### config.mk
export PLATFORM = sky130hd
export DESIGN_NAME = dh_exchange_ctrl
export DESIGN_NICKNAME = d
export VERILOG_FILES = /design/src/rtl/dh_exchange_ctrl_pkg.sv /design/src/rtl/dh_exchange_ctrl_job_mux.sv /design/src/rtl/dh_exchange_ctrl.sv
export SDC_FILE = /design/constraint.sdc
export NUM_CORES = 1
export LEC_CHECK = 0
export BUFFER_PORTS_ARGS = -buffer_cell sky130_fd_sc_hd__buf_2
export CAP_MARGIN = 20
export CORE_UTILIZATION = 53
export DETAILED_ROUTE_END_ITERATION = 8
export HOLD_SLACK_MARGIN = 0.12
export MAX_ROUTING_LAYER = met4
export PLACE_DENSITY = 0.86
export SKIP_CTS_REPAIR_TIMING = 1
export SKIP_LAST_GASP = 1
export SLEW_MARGIN = 5
export SYNTH_ARGS = -nofsm -noshare
export SYNTH_HDL_FRONTEND = slang
export SYNTH_SLANG_ARGS = --single-unit
### constraint.sdc
create_clock -name clk -period 3.3 [get_ports clk]
set_input_delay 0.66 -clock clk [delete_from_list [all_inputs] [get_ports clk]]
set_output_delay 0.66 -clock clk [all_outputs]
set_load 0.02 [all_outputs]
### src/rtl/dh_exchange_ctrl_pkg.sv
// Shared encodings for the Diffie-Hellman exchange controller and its helpers.
package dh_exchange_ctrl_pkg;

  typedef enum logic [2:0] {
    IDLE     = 3'd0,
    ISSUE    = 3'd1,
    WAIT     = 3'd2,
    CHECK    = 3'd3,
    ENC      = 3'd4,
    ENC_WAIT = 3'd5,
    DONE     = 3'd6,
    ERR      = 3'd7
  } state_e;

  localparam logic [1:0] JOB_PUB_A = 2'd0;
  localparam logic [1:0] JOB_PUB_B = 2'd1;
  localparam logic [1:0] JOB_KEY_A = 2'd2;
  localparam logic [1:0] JOB_KEY_B = 2'd3;

  localparam logic [2:0] ERR_NONE     = 3'd0;
  localparam logic [2:0] ERR_TMO      = 3'd1;
  localparam logic [2:0] ERR_MISMATCH = 3'd2;
  localparam logic [2:0] ERR_ENC      = 3'd3;
  localparam logic [2:0] ERR_MOD      = 3'd4;

endpackage

### src/rtl/dh_exchange_ctrl_job_mux.sv
// Operand select for one modexp job: picks base and exponent from the job index.
module dh_job_mux
  import dh_exchange_ctrl_pkg::*;
#(
  parameter int W = 32
) (
  input  logic [1:0]   job,
  input  logic [W-1:0] g,
  input  logic [W-1:0] xa,
  input  logic [W-1:0] xb,
  input  logic [W-1:0] pub_a,
  input  logic [W-1:0] pub_b,
  output logic [W-1:0] base_o,
  output logic [W-1:0] exp_o
);

  always_comb begin
    base_o = g;
    exp_o  = xa;
    case (job)
      JOB_PUB_A: begin base_o = g;     exp_o = xa; end
      JOB_PUB_B: begin base_o = g;     exp_o = xb; end
      JOB_KEY_A: begin base_o = pub_b; exp_o = xa; end
      JOB_KEY_B: begin base_o = pub_a; exp_o = xb; end
      default:   begin base_o = g;     exp_o = xa; end
    endcase
  end

endmodule

### src/rtl/dh_exchange_ctrl.sv
// Runs a two-party DH exchange as four jobs on a shared modexp unit, cross-checks
// the two shared keys and then hands off to the encryption stage.
module dh_exchange_ctrl
  import dh_exchange_ctrl_pkg::*;
#(
  parameter int W       = 32,
  parameter int TIMEOUT = 1024,
  parameter int ENC_LAT = 1
) (
  input  logic         clk,
  input  logic         rst,
  input  logic         start,
  input  logic [W-1:0] p,
  input  logic [W-1:0] g,
  input  logic [W-1:0] xa,
  input  logic [W-1:0] xb,
  output logic         me_start,
  output logic [W-1:0] me_base,
  output logic [W-1:0] me_exp,
  output logic [W-1:0] me_mod,
  input  logic         me_done,
  input  logic [W-1:0] me_result,
  output logic         enc_go,
  input  logic         enc_true,
  output logic [W-1:0] pub_a,
  output logic [W-1:0] pub_b,
  output logic [W-1:0] key,
  output logic         busy,
  output logic         done,
  output logic [2:0]   err_code
);

  localparam int CNT_MAX = (TIMEOUT > ENC_LAT) ? TIMEOUT : ENC_LAT;
  localparam int CW      = $clog2(CNT_MAX + 1);
  localparam logic [CW-1:0] TMO_LAST = CW'(TIMEOUT - 1);
  localparam logic [CW-1:0] ENC_LAST = CW'(ENC_LAT - 1);

  state_e        state_q, state_d;
  logic [1:0]    job_q, job_d;
  logic [CW-1:0] cnt_q, cnt_d;
  logic [W-1:0]  p_q, p_d, g_q, g_d, xa_q, xa_d, xb_q, xb_d;
  logic [W-1:0]  pub_a_q, pub_a_d, pub_b_q, pub_b_d;
  logic [W-1:0]  key_a_q, key_a_d, key_b_q, key_b_d, key_q, key_d;
  logic [2:0]    err_q, err_d;

  dh_job_mux #(.W(W)) u_job_mux (
    .job    (job_q),
    .g      (g_q),
    .xa     (xa_q),
    .xb     (xb_q),
    .pub_a  (pub_a_q),
    .pub_b  (pub_b_q),
    .base_o (me_base),
    .exp_o  (me_exp)
  );

  always_comb begin
    state_d  = state_q;
    job_d    = job_q;
    cnt_d    = cnt_q;
    p_d      = p_q;
    g_d      = g_q;
    xa_d     = xa_q;
    xb_d     = xb_q;
    pub_a_d  = pub_a_q;
    pub_b_d  = pub_b_q;
    key_a_d  = key_a_q;
    key_b_d  = key_b_q;
    key_d    = key_q;
    err_d    = err_q;
    me_start = 1'b0;
    enc_go   = 1'b0;

    case (state_q)
      // DONE and ERR accept a new exchange exactly like IDLE
      IDLE, DONE, ERR: begin
        if (start) begin
          p_d   = p;
          g_d   = g;
          xa_d  = xa;
          xb_d  = xb;
          job_d = JOB_PUB_A;
          err_d = ERR_NONE;
          if (p < W'(2)) begin
            state_d = ERR;
            err_d   = ERR_MOD;
          end else begin
            state_d = ISSUE;
          end
        end
      end
      ISSUE: begin
        me_start = 1'b1;
        cnt_d    = '0;
        state_d  = WAIT;
      end
      WAIT: begin
        cnt_d = cnt_q + CW'(1);
        // A completion arriving on the timeout cycle still counts
        if (me_done) begin
          case (job_q)
            JOB_PUB_A: pub_a_d = me_result;
            JOB_PUB_B: pub_b_d = me_result;
            JOB_KEY_A: key_a_d = me_result;
            default:   key_b_d = me_result;
          endcase
          if (job_q == JOB_KEY_B) begin
            state_d = CHECK;
          end else begin
            job_d   = job_q + 2'd1;
            state_d = ISSUE;
          end
        end else if (cnt_q == TMO_LAST) begin
          state_d = ERR;
          err_d   = ERR_TMO;
        end
      end
      CHECK: begin
        if (key_a_q != key_b_q) begin
          state_d = ERR;
          err_d   = ERR_MISMATCH;
        end else begin
          key_d   = key_a_q;
          state_d = ENC;
        end
      end
      ENC: begin
        enc_go  = 1'b1;
        cnt_d   = '0;
        state_d = ENC_WAIT;
      end
      ENC_WAIT: begin
        cnt_d = cnt_q + CW'(1);
        if (cnt_q == ENC_LAST) begin
          if (enc_true) begin
            state_d = DONE;
          end else begin
            state_d = ERR;
            err_d   = ERR_ENC;
          end
        end
      end
      default: state_d = IDLE;
    endcase
  end

  always_ff @(posedge clk or negedge rst) begin
    if (!rst) begin
      state_q <= IDLE;
      job_q   <= JOB_PUB_A;
      cnt_q   <= '0;
      p_q     <= '0;
      g_q     <= '0;
      xa_q    <= '0;
      xb_q    <= '0;
      pub_a_q <= '0;
      pub_b_q <= '0;
      key_a_q <= '0;
      key_b_q <= '0;
      key_q   <= '0;
      err_q   <= ERR_NONE;
    end else begin
      state_q <= state_d;
      job_q   <= job_d;
      cnt_q   <= cnt_d;
      p_q     <= p_d;
      g_q     <= g_d;
      xa_q    <= xa_d;
      xb_q    <= xb_d;
      pub_a_q <= pub_a_d;
      pub_b_q <= pub_b_d;
      key_a_q <= key_a_d;
      key_b_q <= key_b_d;
      key_q   <= key_d;
      err_q   <= err_d;
    end
  end

  assign me_mod   = p_q;
  assign pub_a    = pub_a_q;
  assign pub_b    = pub_b_q;
  assign key      = key_q;
  assign err_code = err_q;
  assign done     = (state_q == DONE) || (state_q == ERR);
  assign busy     = (state_q != IDLE) && !done;

endmodule

After elaboration in Yosys (flattened, before gate mapping)
Cells that the tools add are included.

operators by class
  $add $sub $neg = 2
  magnitude comparators = 1
  eq/ne operators = 21
  multiplexer cells = 26
  bitwise logic cells = 2
  reductions and logical operators = 26

operator list
  cell                     number
  $pmux W32 S3             1
  $pmux W32 S2             1
  $mux W3                  12
  $lt A32 B2 Y1 const B    1
  $ne A32 B32 Y1           1
  $pmux W11 S2             1
  $pmux W3 S6              1
  $ne A2 B2 Y1 const B     8
  $reduce_and A3 Y1        5
  $eq A3 B3 Y1 const B     4
  $pmux W3 S4              1
  $add A11 B1 Y11 const B  1
  $eq A11 B10 Y1 const B   1
  $logic_not A11 Y1        1
  $mux W2                  5
  $reduce_or A2 Y1         5
  $reduce_and A7 Y1        1
  $eq A3 B2 Y1 const B     2
  $reduce_or A3 Y1         2
  $eq A2 B2 Y1 const B     2
  $pmux W2 S2              1
  $reduce_and A2 Y1        2
  $reduce_and A4 Y1        1
  $reduce_bool A2 Y1       2
  other kinds (13)         16

word-level totals
  register bits after elaboration = 307
  input bits = 165
  output and inout port bits = 199
  logic and storage cells = 91

Logic depth before layout (Yosys ltp)
  depth in word-level cells = 4
  gate-level depth with buffers = 9
  gate-level depth less buffers = 7

Cells and area by module
From an unflattened synthesis, not the netlist that was laid out.

second synthesis, totals
  cell total of the unflattened synthesis = 958
  area total of the unflattened synthesis = 13638.1 sq um

modules (own cells, without submodules)
  module            instances  cells an instance  area an instance (sq um)  sequential area each (sq um)
  dh_exchange_ctrl  1          816                12555.8                   7682.4
  dh_job_mux        1          142                1082.3                    0.0

Worst setup path after synthesis
OpenSTA, ideal clock, no wires.

  path type = reg-to-output
  start point = reg job_q[0]
  end point = out me_base[0]
  arrival = 2128 ps
  data required time = 2640 ps
  path slack = 512 ps
  cell stages (with the launch flop) = 10
  buffers on the path = 4
  cells stage by stage = dfrtp_1 -> clkbuf_1 -> clkbuf_1 -> inv_1 -> ha_1 -> clkbuf_1 -> nor2_1 -> clkbuf_1 -> nand2_1 -> nand2_1

between the ends
  cells in the longest elaborated chain, start to end = 3
  elaborated cells between the ends (all ways) = 6
  those cells by class = 3 x eq/ne; 1 x mux; 2 x reduce/logical

RTL lines
  what                                                     RTL line                        text
  from (decl)                                              dh_exchange_ctrl.sv:39          logic [1:0] job_q, job_d;
  from (signal assigned)                                   dh_exchange_ctrl.sv:164         job_q <= job_d;
  $eq A2 B1 Y1 / $logic_not A2 Y1 (equally long branches)  dh_exchange_ctrl_job_mux.sv:20  case (job)
  $reduce_or A2 Y1 (no source line)                        --
  $pmux W32 S3 (*)                                         dh_exchange_ctrl_job_mux.sv:20
  to (decl)                                                dh_exchange_ctrl.sv:18          output logic [W-1:0] me_base,

Every way passes the cells marked *; elsewhere a longest branch is shown, timed or not.

Final worst setup path
Same ends and word-level chain as after synthesis.

==> impl_metrics.yaml <==
run_status:
  run_status: "finished clean"
timing:
  rsz0062_at_grt: "false"
  setup_ws_ns: 0.334
  slew_violations: 0
  finalHoldViolCount: 0
  tns_ns: 0
  max_slew_margin_pct: 39.6
  setup_viol: 0
  skew_ns: 0.0137
  min_period_ns: 2.97
  finalCritPeriodShare_pct: 89.9
  hold_ws_ns: 0.149
  worstMarginPinSlew_ns: 0.903
  timing.fmax_mhz: 337
worst_setup_path:
  worst-endpoint-arrival_ns: 2.31
  crit_family: "buffers and inverters"
  crit_path_end: "me_base[0]"
  critPathKind: "reg2out"
  reg2reg_to: "key[23]"
  end_kind: "output port"
  rr_worst_depth: 6
  cp.buffers_inverters: 4
  required_ns: 2.64
  r2r-start: "key_b_q[2]"
  rrSetupSlack_ns: 0.67
  crit_cells: 8
  critPathMaxStageDelay_ns: 0.39
  start_kind: "flip-flop"
  startpoint: "job_q[0]"
  crit_chain: "inv_1, ha_1, buf_4, nor2_2, buf_4, nand2_1, nand2_1, buf_2"
  cpMaxStageDelayCell: "buf_4"
  critical_path_peak_fanout: 30
die:
  die_x_um: 160
  core_area_um2: 24400
  ios: 364
  die_h_um: 160
  start_util_pct: 54.2
  rows: 57
  die_area_um2: 25600
synth:
  syn_nets: 1119
  synth_top_area_cell: "dfrtp_1"
  synth_area_leaders: "dfrtp_1, mux2_2, nand2_1, xnor2_1, a22oi_1"
  yosysTopAreaCellShare_pct: 58.1
  synth_seq_cells: 307
  synthCells: 947
  ys_seq_area_share_pct: 58.1
  synth_area_um2: 13200
  synth.avg_cell_area_um2: 14.0
  yosysWarnings: 0
  ys_types: 46
final_layout:
  fin_area_um2: 16500
  final_common_cell: "buf_2"
  drive_gt1_share_pct: 56.5
  final_cell_mix: "buf_2, mux2_2, dfrtp_1, nand2_1, a22oi_1"
  stdcell_count: 1664
  final_nets: 1482
  syn_to_final_growth_pct: 24.4
  num-fill-cells: 1751
clock_tree:
  cts-htree-levels: 1
  numCtsBuffers: 31
  clock-sinks: 307
  clk_path_buf_depth: 3
  clk_pin_slew_ns: 0.06
  clkLatencyLatePin_ns: 0.56
  root_buffer: "clkbuf_16"
  cts_tree: "yes"
drt:
  final_antenna_net_count: 0
  num_vias: 9141
  dr.max_layer_used: "met4"
  wl_per_cell_um: 20.7
  drc: 0
  drt-met1-wl_um: 13900
  routed_wl_um: 34500
  dr_wl_met2_um: 17200
  first_pass_iters: 5
  via_per_inst: 5.49
  dr_wl_met3_um: 2340
  drt_iter0_drc: 563
placement:
  pre_cts_ws_ns: 0.684
  gp_congestion: 0.887
  hpwl_um: 24900
  portBuffers: 363
  dpl_cell_area_um2: 15400
  placed_cells: 1601
global_routing:
  grt_pass1_vias: 9547
  grt_start_max_net_pins: 103
  globalRoute.totalOverflow: 0
  grtUsageTotal_pct: 28.1
  grt_pass1_wl_um: 53900
  antenna_found_initial: 5
run:
  cap_violations: 0
pwr:
  power.density_nw_per_um2: 1070
  ir_worst_vdd_v: 0.000729
  p_leak_nw: 8.31
hold_path:
  hold_class: "in2async"
[through the flow]
stage,total power [W],util [%]
final,0.0177,67.5
after global routing,0.0186,67.5
after CTS,0.0178,67.4
after detailed placement,0.0141,63.1
after global placement,0.0138,63.1
after floorplan,0.0115,-
[final cells by class]
class	count	area [um2]	share of cell area [%]
sequential	307	7680	46.7
antenna	5	12.5	0.0760
tap	324	405	2.46
inverter	8	30.0	0.182
timing repair buffer	380	2000	12.2
multi-input combinational	582	5270	32.0
clock inverter	10	104	0.631
clock buffer	48	950	5.77
[cells in the mapped netlist (all sizes together)]
master and count:
o221ai 1, o311ai 2, o21ai 10, o31ai 3
nor3 7, a21oi 7, or2 1, ha 7
and3 5, dfrtp 307, nor2b 1, nor4 11
a22oi 33, xnor2 32, nand4 11, o2111a 1
xor2 1, a2bb2oi 1, nand4b 1, a31oi 1
nand2 86, a21o 2, a211oi 3, nor2 15
inv 8, and2 1, nand3 8, nor3b 1
mux2i 6, clkbuf 16, or4 1, mux2 321
o41ai 2, buf 34
[routing by layer]
layer / vias up / GRT usage, %
met4: 0 / 9.70
li1: 4122 / -
met1: 4602 / 34.7
met2: 352 / 45.8
met3: 65 / 6.05
met5: - / -
[power by group]
part	switching (W)	total [W]	internal (W)
Combinational	0.00422	0.00755	0.00333
Clock	0.00145	0.00357	0.00212
Sequential	0.00119	0.00655	0.00536
[how the worst min path moves through the flow]
stage,from,endpoint
floorplan,rst,cnt_q[0]
global placement,key[3],key[3]
detailed placement,me_mod[29],me_mod[29]
CTS,rst,pub_b[20]
global route,rst,pub_a[20]
finish,rst,pub_b[20]
[cells by family (layout without fill, tap and decap cells)]
logic type      count (synthesis)  in the layout  synth area share [%]
mux                           327            327                  27.8
flops                         307            307                  58.1
simple gates                  149            149                  5.40
compound gates                 66             66                  3.64
buf+inv                        58            446                  2.23
xor+xnor                       33             33                  2.18
fa+ha+maj                       7              7                 0.662
other cells                     0              5                     0
[flip-flops by register name, indices dropped and copies added, names as in the netlist]
register and flops:
cnt_q 11, xa_q 32, err_code 3, key_b_q 32, g_q 32, key 32, state_q 3, job_q 2
pub_b 32, key_a_q 32, me_mod 32, xb_q 32, pub_a 32
No activity file was read; power rests on OpenSTA's default activity.
